**src/rtl/vec_store_unit_if.sv**
```systemverilog
// Bus bundle between a vector-store requester and vec_store_unit.
// Handshake: start is a one-cycle request taken only when the unit is idle (busy=0, done_vst=0); a write beat completes on a clock edge where wr=1 and mem_ready=1, and mem_ready has no meaning while wr=0.
interface vec_store_unit_if #(
  parameter int DATA_W = 16,
  parameter int LANES  = 16,
  parameter int ADDR_W = 16
);
  logic                     start;
  logic [DATA_W*LANES-1:0]  vector_reg;
  logic [ADDR_W-1:0]        addr_in;
  logic [ADDR_W-1:0]        stride;
  logic [LANES-1:0]         mask;
  logic                     mem_ready;
  logic [ADDR_W-1:0]        addr;
  logic                     wr;
  logic [DATA_W-1:0]        data_in;
  logic                     busy;
  logic                     done_vst;

  modport master (
    output start, vector_reg, addr_in, stride, mask, mem_ready,
    input  addr, wr, data_in, busy, done_vst
  );

  modport slave (
    input  start, vector_reg, addr_in, stride, mask, mem_ready,
    output addr, wr, data_in, busy, done_vst
  );
endinterface

```
**src/rtl/vec_store_unit.sv**
```systemverilog
// Vector-store engine: serialises a captured LANES x DATA_W register into strided memory
// writes, one lane slot per cycle, stalling only on enabled lanes while memory is not ready.
module vec_store_unit #(
  parameter int DATA_W = 16,
  parameter int LANES  = 16,
  parameter int ADDR_W = 16
) (
  input  logic            clk_i,
  input  logic            rst_ni,
  vec_store_unit_if.slave bus,
  output logic [1:0]      state_o
);
  localparam int PTR_W = (LANES > 1) ? $clog2(LANES) : 1;

  typedef enum logic [1:0] {S_IDLE = 2'd0, S_WRITE = 2'd1, S_DONE = 2'd2} state_t;

  state_t             state_q;
  logic [PTR_W-1:0]   ptr_q;
  logic [DATA_W-1:0]  lane_q [LANES];
  logic [LANES-1:0]   mask_q;
  logic [ADDR_W-1:0]  stride_q;
  logic [ADDR_W-1:0]  addr_q;
  logic [DATA_W-1:0]  data_q;
  logic               wr_q;
  logic               busy_q;
  logic               done_q;

  logic [PTR_W-1:0]   ptr_nxt;
  logic               last_lane;
  logic               advance;

  assign ptr_nxt   = ptr_q + 1'b1;
  assign last_lane = (ptr_q == PTR_W'(LANES - 1));
  // A masked lane always moves on after one cycle so timing does not depend on the mask.
  assign advance   = !mask_q[ptr_q] || bus.mem_ready;

  always_ff @(posedge clk_i or negedge rst_ni) begin
    if (!rst_ni) begin
      state_q  <= S_IDLE;
      ptr_q    <= '0;
      mask_q   <= '0;
      stride_q <= '0;
      addr_q   <= '0;
      data_q   <= '0;
      wr_q     <= 1'b0;
      busy_q   <= 1'b0;
      done_q   <= 1'b0;
      for (int i = 0; i < LANES; i++) lane_q[i] <= '0;
    end else begin
      case (state_q)
        S_IDLE: begin
          done_q <= 1'b0;
          wr_q   <= 1'b0;
          data_q <= '0;
          if (bus.start) begin
            for (int i = 0; i < LANES; i++) lane_q[i] <= bus.vector_reg[i*DATA_W +: DATA_W];
            mask_q   <= bus.mask;
            stride_q <= bus.stride;
            ptr_q    <= '0;
            busy_q   <= 1'b1;
            if (bus.mask != '0) begin
              state_q <= S_WRITE;
              addr_q  <= bus.addr_in;
              wr_q    <= bus.mask[0];
              data_q  <= bus.mask[0] ? bus.vector_reg[DATA_W-1:0] : '0;
            end else begin
              state_q <= S_DONE;
              done_q  <= 1'b1;
            end
          end
        end
        S_WRITE: begin
          if (advance) begin
            if (last_lane) begin
              state_q <= S_DONE;
              wr_q    <= 1'b0;
              data_q  <= '0;
              done_q  <= 1'b1;
            end else begin
              // Running-sum address keeps the stride multiply out of the datapath.
              ptr_q  <= ptr_nxt;
              addr_q <= addr_q + stride_q;
              wr_q   <= mask_q[ptr_nxt];
              data_q <= mask_q[ptr_nxt] ? lane_q[ptr_nxt] : '0;
            end
          end
        end
        S_DONE: begin
          state_q <= S_IDLE;
          done_q  <= 1'b0;
          busy_q  <= 1'b0;
        end
        default: state_q <= S_IDLE;
      endcase
    end
  end

  assign bus.addr     = addr_q;
  assign bus.wr       = wr_q;
  assign bus.data_in  = data_q;
  assign bus.busy     = busy_q;
  assign bus.done_vst = done_q;
  assign state_o      = state_q;
endmodule

```
**src/flat_wrapper.sv**
```systemverilog
// flat-port wrapper written by rule: the top's interface ports become plain ports
module vec_store_unit_flat 
#(
  parameter int DATA_W = 16,
  parameter int LANES  = 16,
  parameter int ADDR_W = 16
)
  (clk_i, rst_ni, state_o, bus_start, bus_vector_reg, bus_addr_in, bus_stride, bus_mask, bus_mem_ready, bus_addr, bus_wr, bus_data_in, bus_busy, bus_done_vst);
  vec_store_unit_if #(.DATA_W(DATA_W), .LANES(LANES), .ADDR_W(ADDR_W)) bus_i ();
  input  logic clk_i;
  input  logic rst_ni;
  output logic [1:0] state_o;
  input wire logic [$bits(bus_i.start)-1:0] bus_start;
  input wire logic [$bits(bus_i.vector_reg)-1:0] bus_vector_reg;
  input wire logic [$bits(bus_i.addr_in)-1:0] bus_addr_in;
  input wire logic [$bits(bus_i.stride)-1:0] bus_stride;
  input wire logic [$bits(bus_i.mask)-1:0] bus_mask;
  input wire logic [$bits(bus_i.mem_ready)-1:0] bus_mem_ready;
  output wire logic [$bits(bus_i.addr)-1:0] bus_addr;
  output wire logic [$bits(bus_i.wr)-1:0] bus_wr;
  output wire logic [$bits(bus_i.data_in)-1:0] bus_data_in;
  output wire logic [$bits(bus_i.busy)-1:0] bus_busy;
  output wire logic [$bits(bus_i.done_vst)-1:0] bus_done_vst;
  assign bus_i.start = bus_start;
  assign bus_i.vector_reg = bus_vector_reg;
  assign bus_i.addr_in = bus_addr_in;
  assign bus_i.stride = bus_stride;
  assign bus_i.mask = bus_mask;
  assign bus_i.mem_ready = bus_mem_ready;
  assign bus_addr = bus_i.addr;
  assign bus_wr = bus_i.wr;
  assign bus_data_in = bus_i.data_in;
  assign bus_busy = bus_i.busy;
  assign bus_done_vst = bus_i.done_vst;
  vec_store_unit #(.DATA_W(DATA_W), .LANES(LANES), .ADDR_W(ADDR_W)) u_core (.clk_i(clk_i), .rst_ni(rst_ni), .bus(bus_i), .state_o(state_o));
endmodule
```
**config.mk**
```make
export PLATFORM = sky130hd
export DESIGN_NAME = vec_store_unit_flat
export DESIGN_NICKNAME = d
export VERILOG_FILES = /design/src/rtl/vec_store_unit_if.sv /design/src/rtl/vec_store_unit.sv /design/src/flat_wrapper.sv
export SDC_FILE = /design/constraint.sdc
export NUM_CORES = 1
export LEC_CHECK = 0
export CAP_MARGIN = 10
export CORE_MARGIN = 2
export CORE_UTILIZATION = 55
export DETAILED_ROUTE_END_ITERATION = 8
export DONT_BUFFER_PORTS = 1
export PLACE_DENSITY_LB_ADDON = 0.1
export SYNTH_ARGS = -nofsm -noshare
export SYNTH_HDL_FRONTEND = slang
export SYNTH_SLANG_ARGS = --single-unit
```
**constraint.sdc**
```tcl
create_clock -name clk_i -period 2.65 [get_ports clk_i]
set_input_delay 0.265 -clock clk_i [delete_from_list [all_inputs] [get_ports clk_i]]
set_output_delay 0.265 -clock clk_i [all_outputs]
set_load 0.01 [all_outputs]
```
==> impl_metrics.env <==
export IMPL_timing_max_cap_violations=0
export IMPL_hpwl_um=26750
export IMPL_share_of_the_core_filled_with_cells_in_the_final_layout=0.7401
export IMPL_pin_count_of_the_biggest_net_entering_global_routing=330
export IMPL_finish_net_count=1741
export IMPL_failing_checks="hold timing"
export IMPL_critPathKind="reg2reg"
export IMPL_drc_errors=0
export IMPL_timing_critical_path_required_ns=3.04
export IMPL_holdCritPathClass="in2async"
export IMPL_cell_row_count=61
export IMPL_post_synth_inst_count=1101
export IMPL_regToRegEndpoint="u_core.bus.addr[12]"
export IMPL_layout_drive_gt1_share=0.3391
export IMPL_worst_pin_slew_ns=0.8816
export IMPL_clock_power_share=0.207
export IMPL_combinationalPowerShare=0.408
export IMPL_fp_coreArea_um2=27860
export IMPL_slew_violations=0
export IMPL_ys_warn_count=0
export IMPL_cp_slowest_stage_delay_ns=0.56
export IMPL_htreeDepth=2
export IMPL_slew_limit_headroom=0.4122
export IMPL_r2r_start="u_core.ptr_q[0]"
export IMPL_globalplace_congestion=0.8351
export IMPL_preCtsSetupSlack_ns=0.1043
export IMPL_fin_worst_skew_ns=0.009186
export IMPL_fin_worst_hold_slack_ns=-0.5574
export IMPL_flip_flop_and_latch_count_after_synthesis=329
export IMPL_global_route_overflow_total=0
export IMPL_timing_final_ws_setup_ns=0.07509
export IMPL_postSynthNetCount=1430
export IMPL_intPower_mw=16.23
export IMPL_leakage_nw=8.475
export IMPL_design_power_total_mw=24.27
export IMPL_worstPathBufferInverterCount=2
export IMPL_critPathArrivalTime_ns=2.97
export IMPL_finalWorstPathRequiredPeriod_ns=2.575
export IMPL_path_depth=8
export IMPL_setup_tns_final_ns=0
export IMPL_initial_core_util=0.5603
export IMPL_buffer_ports_inserted=0
export IMPL_wirelength_um=41930
export IMPL_detail_route_iter0_violations=748
export IMPL_power_net_switching_mw=8.041
export IMPL_critPathMaxFanout=19
export IMPL_final_cell_area_excluding_filler_cells_um2=20620
export IMPL_clockBufferDepth=3
export IMPL_run_status="finished with violations"
export IMPL_first_pass_detailed_route_iteration_total=4
export IMPL_worstSetupEndpointType="flip-flop"
export IMPL_post_synth_instance_area_um2=15610
export IMPL_synth_seq_area_share=0.5275
export IMPL_cts_hold_fix_buffers=299
export IMPL_vias_in_the_first_global_route=11353
export IMPL_synthDistinctLibCells=49
export IMPL_grt_pass1_wl_um=63420
export IMPL_pwr_density_cell_nw_per_um2=1177
export IMPL_synth_main_ff_cell="dfrtp_1"
export IMPL_cts_made_buffers=36
export IMPL_die_y_um=172.5
export IMPL_synth_area_per_cell_um2=14.18
export IMPL_route_detailed_vias_per_inst=5.754
export IMPL_critical_path_slowest_cell="dfrtp_4"
export IMPL_switching_share=0.3313
export IMPL_finalSetupViolations=0
export IMPL_worst_r2r_setup_slack_ns=0.08
export IMPL_clkSlewWorstSetupHoldPaths_ns=0.06
export IMPL_grt_setup_unrepaired="true"
export IMPL_hold_viol_final=329
export IMPL_track_usage=0.2807
export IMPL_synthToLayoutAreaGrowth_pct=32.09
export IMPL_worst_skew_pair_late_latency_ns=0.52
export IMPL_tritoncts_num_sinks=329
export IMPL_post_route_antenna_net_violation_count=0
export IMPL_tritoncts_clock_tree="yes"
export IMPL_detailed_place_area_um2=16280
export IMPL_timing_critical_path_cells="buf_4 -> mux4_2 -> o22ai_1 -> a31oi_1 -> a221o_1 -> a211o_4 -> buf_4 -> mux2_2"
export IMPL_nFillCells=1710
export IMPL_top_level_ports=345
export IMPL_power_share_sequential=0.385
export IMPL_num_vias=10495
export IMPL_fp_dieArea_um2=29740
export IMPL_final_min_period_over_clock_period=0.9717
export IMPL_synth_enable_flop_cells=0
export IMPL_path_delay_family="compound AO/OA/AOI/OAI gates"
export IMPL_fmax_mhz=388.4
export IMPL_worst_r2r_path_depth=8
export IMPL_async_flop_share=1.000
export IMPL_antenna_violations_before_repair=8
export IMPL_die_width_um=172.5
export IMPL_clock_root_buffer="clkbuf_16"
export IMPL_vdd_ir_drop_worst_mv=0.6777
export IMPL_wl_per_cell_um=22.99
export IMPL_critPathMostFrequentCell="buf_4"
export IMPL_startpoint_type="flip-flop"
==> cell usage in the layout, fill, tap and decap left out, types with 5 or more instances in the layout <==
cell type | netlist | final
a22oi_1 | 17 | 17
dfrtp_1 | 329 | 328
mux4_2 | 71 | 71
a211oi_1 | 18 | 14
clkbuf_8 | 0 | 13
nand3_1 | 11 | 11
inv_1 | 7 | 7
nor4_1 | 6 | 6
dlygate4sd3_1 | 0 | 299
a21o_1 | 7 | 7
diode_2 | 0 | 7
a21oi_1 | 37 | 37
a31oi_1 | 5 | 5
nor2_1 | 13 | 12
nor2b_1 | 6 | 5
o21ai_0 | 42 | 40
buf_4 | 0 | 36
ha_1 | 20 | 19
nand2_1 | 40 | 39
clkbuf_1 | 59 | 7
clkbuf_16 | 0 | 38
mux2_2 | 292 | 292
mux2i_1 | 27 | 27
nor3_1 | 6 | 6
buf_12 | 0 | 12
and2_1 | 16 | 16
clkinv_2 | 0 | 6
==> power by group through the flow <==
stage / sequential, mW / combinational, mW / clock (mW)
4_1_cts: 9.26 / 9.67 / 5.08
2_1_floorplan: 8.66 / 7.39 / 0
5_1_grt: 9.63 / 10.8 / 5.34
3_3_place_gp: 9.25 / 9.07 / 0
3_5_place_dp: 9.34 / 9.26 / 0
6_report: 9.35 / 9.90 / 5.02
==> flip-flops by register name (all words and copies together) (netlist names) <==
register / cells
u_core.lane_q: 256
u_core.bus.addr: 16
u_core.bus.data_in: 16
u_core.mask_q: 16
u_core.stride_q: 16
u_core.ptr_q: 4
u_core.state_o: 2
u_core.bus.busy: 1
u_core.bus.done_vst: 1
u_core.bus.wr: 1
==> synth_stat cells (2+ instances only) <==
library cell | count | area, um^2
dfrtp_1 | 329 | 8233
mux2_2 | 292 | 3288
mux4_2 | 71 | 1599
clkbuf_1 | 59 | 221.5
o21ai_0 | 42 | 210.2
nand2_1 | 40 | 150.1
a21oi_1 | 37 | 185.2
mux2i_1 | 27 | 270.3
ha_1 | 20 | 250.2
a211oi_1 | 18 | 135.1
a22oi_1 | 17 | 127.6
and2_1 | 16 | 100.1
nor2_1 | 13 | 48.80
buf_2 | 11 | 55.05
nand3_1 | 11 | 55.05
a21o_1 | 7 | 52.55
inv_1 | 7 | 26.28
nor2b_1 | 6 | 37.54
nor3_1 | 6 | 30.03
nor4_1 | 6 | 37.54
a31oi_1 | 5 | 31.28
xor2_1 | 5 | 43.79
buf_1 | 4 | 15.01
nand2b_1 | 4 | 25.02
o211ai_1 | 4 | 30.03
xnor2_1 | 4 | 35.03
a211o_1 | 3 | 26.28
and3_1 | 3 | 18.77
nor3b_1 | 3 | 22.52
o21a_1 | 3 | 22.52
o22ai_1 | 3 | 18.77
o31ai_1 | 3 | 22.52
or3_1 | 3 | 18.77
a2111oi_0 | 2 | 17.52
a31o_2 | 2 | 17.52
or2_2 | 2 | 12.51
==> through the flow <==
step,hold WS [ns],instances
2_1_floorplan,-0.03059,1101
3_3_place_gp,-0.02394,1445
3_5_place_dp,-0.02322,1445
4_1_cts,-0.5702,1809
5_1_grt,-0.5801,1823
6_report,-0.5574,1824
==> what timing repair did <==
action / 4_1_cts / 5_1_grt
setup buffers: 0 / 8
endpoints found under the hold margin: 644 / 329
gates resized for setup: 0 / 14
endpoints found under the setup margin: 0 / 15
==> layout make-up <==
class                           instances  area [um^2]  area share
Clock inverter                          7        46.29    0.002245
Timing Repair Buffer                  348         3511      0.1703
Multi-Input combinational cell        688         7143      0.3465
Tap cell                              378        473.0     0.02294
Sequential cell                       329         8237      0.3995
Antenna cell                            7        17.52   0.0008496
Clock buffer                           58         1156     0.05607
Inverter                                9        33.78    0.001639
==> cells by family (layout without fill, tap and decap cells) <==
logic type	Yosys count	after routing	synth area share
buf+inv	84	422	0.02156
other cells	0	7	0
simple gates	116	116	0.03712
flops	329	329	0.5275
xor+xnor	9	9	0.005050
compound gates	152	152	0.06108
mux	390	390	0.3304
fa+ha+maj	21	21	0.01731
==> worst max path at each step <==
stage	startpoint	to	slack, ns
after floorplan	u_core.ptr_q[0]	u_core.bus.data_in[12]	0.13
after CTS	u_core.bus.addr[0]	u_core.bus.addr[12]	0.07
final	u_core.ptr_q[0]	u_core.bus.addr[12]	0.08
after detailed placement	u_core.bus.addr[0]	u_core.bus.addr[12]	0.10
after global routing	u_core.ptr_q[0]	u_core.bus.data_in[12]	-0.04
after global placement	u_core.ptr_q[0]	u_core.bus.data_in[14]	0.11
==> per-layer routing <==
layer / wire length (um) / vias to the layer above / GRT usage
li1: - / 4768 / -
met1: 16900 / 5344 / 0.3500
met2: 21200 / 327 / 0.4807
met3: 3004 / 54 / 0.07759
met4: 823 / 2 / 0.08111
met5: 9 / - / 0
(Power assumes the default switching activity.)
